`src/rtl/dot_accum_requant.sv`:
```
// Saturating dot-product accumulator with bias, followed by a rounding right-shift
// requantizer and INT8/INT4/BIN clamp, presenting one result per vector on valid/ready.
module dot_accum_requant #(
  parameter int unsigned ACC_W   = 40,
  parameter int unsigned SHIFT_W = 5
) (
  input  logic               clk,
  input  logic               rst,
  input  logic [1:0]         prec,
  input  logic [31:0]        bias,
  input  logic [SHIFT_W-1:0] shift,
  input  logic               in_valid,
  output logic               in_ready,
  input  logic [31:0]        in_prod,
  input  logic               in_first,
  input  logic               in_last,
  output logic               out_valid,
  input  logic               out_ready,
  output logic [31:0]        out_data,
  output logic               out_sat
);

  typedef enum logic [1:0] {IDLE, ACC, REQ, OUT} state_t;
  state_t state, state_nxt;

  localparam logic signed [ACC_W:0] I8_HI = (ACC_W+1)'(127);
  localparam logic signed [ACC_W:0] I8_LO = (ACC_W+1)'(-128);
  localparam logic signed [ACC_W:0] I4_HI = (ACC_W+1)'(7);
  localparam logic signed [ACC_W:0] I4_LO = (ACC_W+1)'(-8);

  logic [ACC_W-1:0]   acc;
  logic               ovf;
  logic [1:0]         prec_q;
  logic [SHIFT_W-1:0] shift_q;

  logic beat, acc_load;

  assign in_ready = (state == IDLE) || (state == ACC);
  assign beat     = in_valid && in_ready;
  assign acc_load = beat && (in_first || (state == ACC));

  // One extra bit of headroom: both addends fit in ACC_W bits, so overflow shows
  // up as a disagreement between the top two bits of the sum.
  logic [ACC_W:0]   sum_base, sum_wide;
  logic [ACC_W-1:0] sum_sat;
  logic             sum_ovf;

  always_comb begin
    sum_base = in_first ? {{(ACC_W-31){bias[31]}}, bias} : {acc[ACC_W-1], acc};
    sum_wide = sum_base + {{(ACC_W-31){in_prod[31]}}, in_prod};
    sum_ovf  = sum_wide[ACC_W] != sum_wide[ACC_W-1];
    sum_sat  = sum_wide[ACC_W-1:0];
    if (sum_ovf) begin
      sum_sat = sum_wide[ACC_W] ? {1'b1, {(ACC_W-1){1'b0}}} : {1'b0, {(ACC_W-1){1'b1}}};
    end
  end

  logic [ACC_W:0]        rnd, acc_x;
  logic signed [ACC_W:0] r;
  logic [31:0]           res;
  logic                  clamp;

  always_comb begin
    acc_x = {acc[ACC_W-1], acc};
    rnd   = (ACC_W+1)'(1) << shift_q;
    rnd   = rnd >> 1;
    r     = signed'(acc_x + rnd) >>> shift_q;
    clamp = 1'b0;
    res   = r[31:0];
    case (prec_q)
      2'd0: begin
        if (r > I8_HI) begin
          res   = 32'd127;
          clamp = 1'b1;
        end else if (r < I8_LO) begin
          res   = 32'hFFFF_FF80;
          clamp = 1'b1;
        end
      end
      2'd1: begin
        if (r > I4_HI) begin
          res   = 32'd7;
          clamp = 1'b1;
        end else if (r < I4_LO) begin
          res   = 32'hFFFF_FFF8;
          clamp = 1'b1;
        end
      end
      default: res = r[ACC_W] ? '1 : 32'd1;
    endcase
  end

  always_comb begin
    state_nxt = state;
    case (state)
      IDLE:    if (beat && in_first) state_nxt = in_last ? REQ : ACC;
      ACC:     if (beat && in_last) state_nxt = REQ;
      REQ:     state_nxt = OUT;
      OUT:     if (out_ready) state_nxt = IDLE;
      default: state_nxt = IDLE;
    endcase
  end

  always_ff @(posedge clk) begin
    if (rst) state <= IDLE;
    else     state <= state_nxt;
  end

  always_ff @(posedge clk) begin
    if (rst) begin
      acc       <= '0;
      ovf       <= 1'b0;
      prec_q    <= '0;
      shift_q   <= '0;
      out_valid <= 1'b0;
      out_data  <= '0;
      out_sat   <= 1'b0;
    end else begin
      if (acc_load) begin
        acc <= sum_sat;
        ovf <= (in_first ? 1'b0 : ovf) | sum_ovf;
        if (in_first) begin
          prec_q  <= prec;
          shift_q <= shift;
        end
      end
      if (state == REQ) begin
        out_valid <= 1'b1;
        out_data  <= res;
        out_sat   <= ovf | clamp;
      end else if ((state == OUT) && out_ready) begin
        out_valid <= 1'b0;
      end
    end
  end

endmodule

```
`config.mk`:
```
export PLATFORM = sky130hd
export DESIGN_NAME = dot_accum_requant
export DESIGN_NICKNAME = d
export VERILOG_FILES = /design/src/rtl/dot_accum_requant.sv
export SDC_FILE = /design/constraint.sdc
export NUM_CORES = 1
export LEC_CHECK = 0
export ABC_CLOCK_PERIOD_IN_PS = 14000
export BUFFER_PORTS_ARGS = -buffer_cell sky130_fd_sc_hd__buf_4
export CAP_MARGIN = 20
export CORE_ASPECT_RATIO = 0.8
export CORE_MARGIN = 1
export CORE_UTILIZATION = 45
export DETAILED_ROUTE_END_ITERATION = 12
export HOLD_SLACK_MARGIN = 0.03
export MAX_ROUTING_LAYER = met4
export PLACE_DENSITY = 0.62
export SKIP_CTS_REPAIR_TIMING = 1
export SLEW_MARGIN = 20
export SYNTH_ARGS = -nofsm -noshare
export SYNTH_HDL_FRONTEND = slang
export SYNTH_SLANG_ARGS = --single-unit
```
`constraint.sdc`:
```
create_clock -name clk -period 14 [get_ports clk]
set_input_delay 1.4 -clock clk [delete_from_list [all_inputs] [get_ports clk]]
set_output_delay 1.4 -clock clk [all_outputs]
set_load 0.005 [all_outputs]
```
Word-level counts from Yosys, hierarchy flattened

Cells that the tools add are included.

Bits in registers: 84
Input bits: 77
Output and inout port bits: 35
Word-level logic and storage cells: 60

Add/subtract/negate cells: 2
Magnitude comparators: 4
Equal/unequal tests: 8
Shifts and indexed selects: 2
Multiplexer cells: 22
Bitwise logic cells: 2
Reductions and logical operators: 12

Operators by type and width:

| operator                                                       | number |
|---|---|
| 2-to-1 mux 32 bit                                              | 5 |
| 2-to-1 mux 40 bit                                              | 2 |
| one-hot mux 32 bit (2 select lines)                            | 1 |
| adder 41 x 40 -> 41 bit                                        | 1 |
| adder 41 bit                                                   | 1 |
| greater-than comparator 41 x 4 -> 1 bit, second input constant | 1 |
| greater-than comparator 41 x 8 -> 1 bit, second input constant | 1 |
| less-than comparator 41 x 4 -> 1 bit, second input constant    | 1 |
| less-than comparator 41 x 8 -> 1 bit, second input constant    | 1 |
| 2-to-1 mux 41 bit                                              | 1 |
| << shifter 1 x 5 -> 41 bit, first input constant               | 1 |
| >>> shifter 41 x 5 -> 41 bit                                   | 1 |
| 2-to-1 mux 2 bit                                               | 4 |
| one-hot mux 2 bit (4 select lines)                             | 1 |
| 2-to-1 mux 1 bit                                               | 7 |
| logical AND 1 bit                                              | 5 |
| == test 2 x 1 -> 1 bit, second input constant                  | 2 |
| == test 2 bit, second input constant                           | 2 |
| logical NOT 2 bit                                              | 2 |
| != test 2 x 1 -> 1 bit, second input constant                  | 2 |
| AND reduction 3 bit                                            | 1 |
| logical OR 1 bit                                               | 2 |
| != test 2 bit, second input constant                           | 1 |
| OR 1 bit                                                       | 2 |
| 4 further kinds                                                | 4 |

Depth between registers and ports, before layout

Word-level depth: 8
Mapped depth: 25
Gate-level depth less buffers: 21

Least setup slack after synthesis

Ideal clock, no wire load.

Path type: reg-to-reg
Start: reg shift_q[2]
End: reg out_data[0]
Setup time: 0.115 ns
Arrival time: 6.191 ns
Data required time: 13.885 ns
Path slack: 7.694 ns
Cell stages (with the launch flop): 23
Buffers on the path: 6
Period minus slack after synthesis: 6.306 ns
Cell sequence: dfxtp_1 -> clkbuf_1 -> buf_1 -> clkbuf_1 -> clkbuf_1 -> buf_1 -> nor3_1 -> ha_1 -> buf_2 -> nand4_1 -> nor3_1 -> and3_1 -> o21ai_1 -> a31oi_1 -> mux2_2 -> or4_1 -> mux4_2 -> nor4b_1 -> a31oi_1 -> nor4b_2 -> a31oi_1 -> or3_1 -> a31o_1

Word-level cells in the longest chain between the ends: 7
Elaborated cells between the ends (all ways): 12
Those cells by class: 1 x add/sub; 4 x order compare; 2 x shift; 5 x mux

RTL lines:

| element                                                                                             | line   | source |
|---|---|---|
| from (decl)                                                                                         | 34     | `logic [SHIFT_W-1:0] shift_q;` |
| from (signal assigned)                                                                              | 124    | `shift_q <= shift;` |
| << shifter 1 x 5 -> 41 bit                                                                          | 65     | `rnd = (ACC_W+1)'(1) << shift_q;` |
| adder 41 x 40 -> 41 bit                                                                             | 67     | `r = signed'(acc_x + rnd) >>> shift_q;` |
| >>> shifter 41 x 5 -> 41 bit (*)                                                                    | 67     |  |
| less-than comparator 41 x 4 -> 1 bit / less-than comparator 41 x 8 -> 1 bit (equally long branches) | 84, 75 |  |
| 2-to-1 mux 32 bit, on equally long branches                                                         | 84, 75 |  |
| 2-to-1 mux 32 bit, on equally long branches                                                         | 81, 72 |  |
| one-hot mux 32 bit (2 select lines) (*)                                                             | 70     | `case (prec_q)` |
| to (signal assigned)                                                                                | 129    | `out_data <= res;` |
| to (decl)                                                                                           | 19     | `output logic [31:0] out_data,` |

Every way passes the cells marked *; elsewhere a longest branch is shown, timed or not.
A chain may end at the register's enable or synchronous reset.

Final worst setup path

Start: reg shift_q[1]
End: reg out_data[4]

Same word-level chain as after synthesis.

==> out/metrics.csv <==
metric,value,unit
largest net degree at the start of global routing,59,
final WL,47.35,mm
number of enable flip-flop cells after synthesis,0,
initial antenna violation count,0,
crit path kind,reg2reg,
DRC viols,0,
Final period util,0.5878,
top-area cell type share of the netlist area,0.1394,
Power Density,135.9,nW/µm²
Slew HR,0.2960,
share of the yosys chip area belonging to registers,0.1394,
max cap viols,0,
cell taking the most area after synthesis,dfxtp_1,
Slew @ Worst Pin,1047,ps
Antenna Nets Post-Route,0,
"leading cell type in the layout, fill and taps excluded",a21oi_1,
Area contributors post-synth,"dfxtp_1, ha_1, a21oi_1, nor2_1, o21ai_0",
Vias,13811,
total CTS buffers,9,
Slew Limit Fails,0,
clock root buffer master,clkbuf_16,
DRT Pass-1 Iters,6,
DP HPWL,36.65,mm
die width,185.1,µm
layout cells sized above 1,0.1418,
Die Area,27470,µm²
GRT Util Overall,0.3544,
post-synthesis cell area,12060,µm²
static leakage,5.317,nW
H-tree depth,3,
post-layout power,1.820,mW
YS warnings,0,
final-report setup violation count,0,
CTS max path bufs,2,
Critical Path End Type,flop,
clock latency on the worst-skew pair,370,ps
area delta synth->final,10.98,%
port buffer count,111,
hold crit path type,reg2reg,
status,completed,
critical path arrival,8510,ps
final hold violations,0,
"Net Count, Synth",1816,
Antenna Cells,0,
most frequent cells in the layout,"a21oi_1, nor2_1, buf_4, nand2_1, o21ai_0",
routed len/inst,23.02,µm
Layout Skew,16.67,ps
Startpoint Class,flop,
count of unique library cells instantiated by Yosys,94,
vias per cell,6.714,
Ports,112,
Synth Area per Inst,7.258,µm²
#FFs+latches synth,84,
die span in y,148.4,µm
maximum vdd drop,101.5,µV
fmax,121.5,MHz
Setup TNS,0,ps
Synth Instances,1662,
initial drt markers,1735,
global route overflow,0,
row count,53,
Starting Density,0.4582,
CTS tree,yes,
min Tclk post-route,8230,ps
NumNets Final,1849,
Main synth FF type,dfxtp_1,
first-pass GRT wire length,73.49,mm
Synth async-reset ratio,0,
RSZ-0062 raised after global routing,false,
core footprint,26330,µm²
Sink Count,84,
Final GP Congestion,1.029,
Critical Path RT,14280,ps
# fillers,2664,
vias in the first global route,12636,
Worst-path clk slew,80,ps
worst-path fanout max,42,
[worst max-delay path, stage by stage (launching register included)]
cell      delay (ps)
dfxtp_2          630
inv_1             80
buf_4            330
nor2_1           740
nand2_1          300
nor2_1           180
ha_1             450
nand4_1          340
nor3_1           610
and3_1           310
a21boi_0         570
nor4_1           100
a211oi_1         450
nand3_1          410
nand2_1          360
a21oi_1          110
a211oi_1         670
o21ai_0          200
nor4_1           460
nand2_1          220
a211o_1          350
a211oi_1         260
[sequential cells by signal (all words and copies together) (netlist names)]
signal	flops
acc	40
out_data	32
shift_q	5
prec_q	2
state	2
out_sat	1
out_valid	1
ovf	1
[per-layer routing]
metal  vias to the layer above  share of wire  track usage
met5                         -              0            -
met2                       748           0.41       0.5070
met1                      6571           0.46       0.4891
li1                       6410              -            -
met4                         0          0.021      0.07769
met3                        82           0.11       0.1006
[synthesized netlist by cell type (8+ instances only)]
master,number
a21oi_1,168
nand2b_1,13
a211oi_1,38
nand2_1,121
mux2i_1,49
inv_1,42
nand4_1,26
o22ai_1,10
a31oi_1,15
a311oi_1,8
a32oi_1,8
or3_1,25
a21o_1,23
nor2_1,165
mux4_2,13
ha_1,75
o211ai_1,23
or2_2,15
a211o_1,11
a221oi_1,12
buf_2,14
nor2b_1,11
mux2_2,37
clkbuf_1,74
o21ai_0,115
xnor2_1,43
maj3_1,15
nand3_1,48
buf_1,15
a21boi_0,12
and3_1,20
nor4_1,11
xor2_1,23
and2_1,13
nor3_1,59
a22oi_1,9
o21bai_1,9
dfxtp_1,84
o31ai_1,10
o21a_1,44
[report_power, final]
part / switching, mW / leakage, nW / internal (mW)
clock: 0.123 / 0.149 / 0.127
combinational: 0.711 / 4.48 / 0.467
sequential: 0.0796 / 0.691 / 0.312
total: 0.914 / 5.32 / 0.906
[final cells by class]
| class | count | area, µm² | area share |
|---|---|---|---|
| clock buffer | 9 | 225.2 | 0.01682 |
| clock inverter | 7 | 76.32 | 0.005701 |
| inverter | 44 | 165.2 | 0.01234 |
| multi-input combinational | 1426 | 9794 | 0.7316 |
| sequential | 84 | 1684 | 0.1258 |
| tap | 357 | 446.7 | 0.03336 |
| timing repair buffer | 130 | 996.0 | 0.07439 |
[kinds of logic after synthesis]
| kind of cell | count (synthesis) | share of synthesized area |
|---|---|---|
| buffers and inverters | 152 | 0.05062 |
| adders and majority gates | 92 | 0.09356 |
| xor gates and xnor gates | 66 | 0.04792 |
| and+or+nand+nor | 556 | 0.2248 |
| AOI/OAI and AO/OA | 613 | 0.3443 |
| muxes | 99 | 0.09947 |
| DFF | 84 | 0.1394 |
[per-stage QoR]
| stage | instance area [µm²] | hold slack (ps) | worst slack, ps | util | std cells |
|---|---|---|---|---|---|
| 6_report | 13390 | 455.1 | 5770 | 0.5085 | 2057 |
| 5_1_grt | 13390 | 471.2 | 5523 | 0.5085 | 2057 |
| 4_1_cts | 13360 | 461.0 | 6367 | 0.5075 | 2056 |
| 3_5_place_dp | 13060 | 442.7 | 6404 | 0.4960 | 2040 |
| 3_3_place_gp | 13050 | 436.5 | 6241 | 0.4958 | 2040 |
| 2_1_floorplan | 12060 | 451.1 | 7694 | - | 1662 |
[worst paths after layout]
path	start	to	slack, ps	cells past startpoint
worst min-delay path	out_data[31]	out_data[31]	460	1
worst max register to register	shift_q[1]	out_data[4]	5770	21
worst min register to register	out_data[31]	out_data[31]	460	1
worst max-delay path	shift_q[1]	out_data[4]	5770	21
Power figures use the tool's default switching activity.
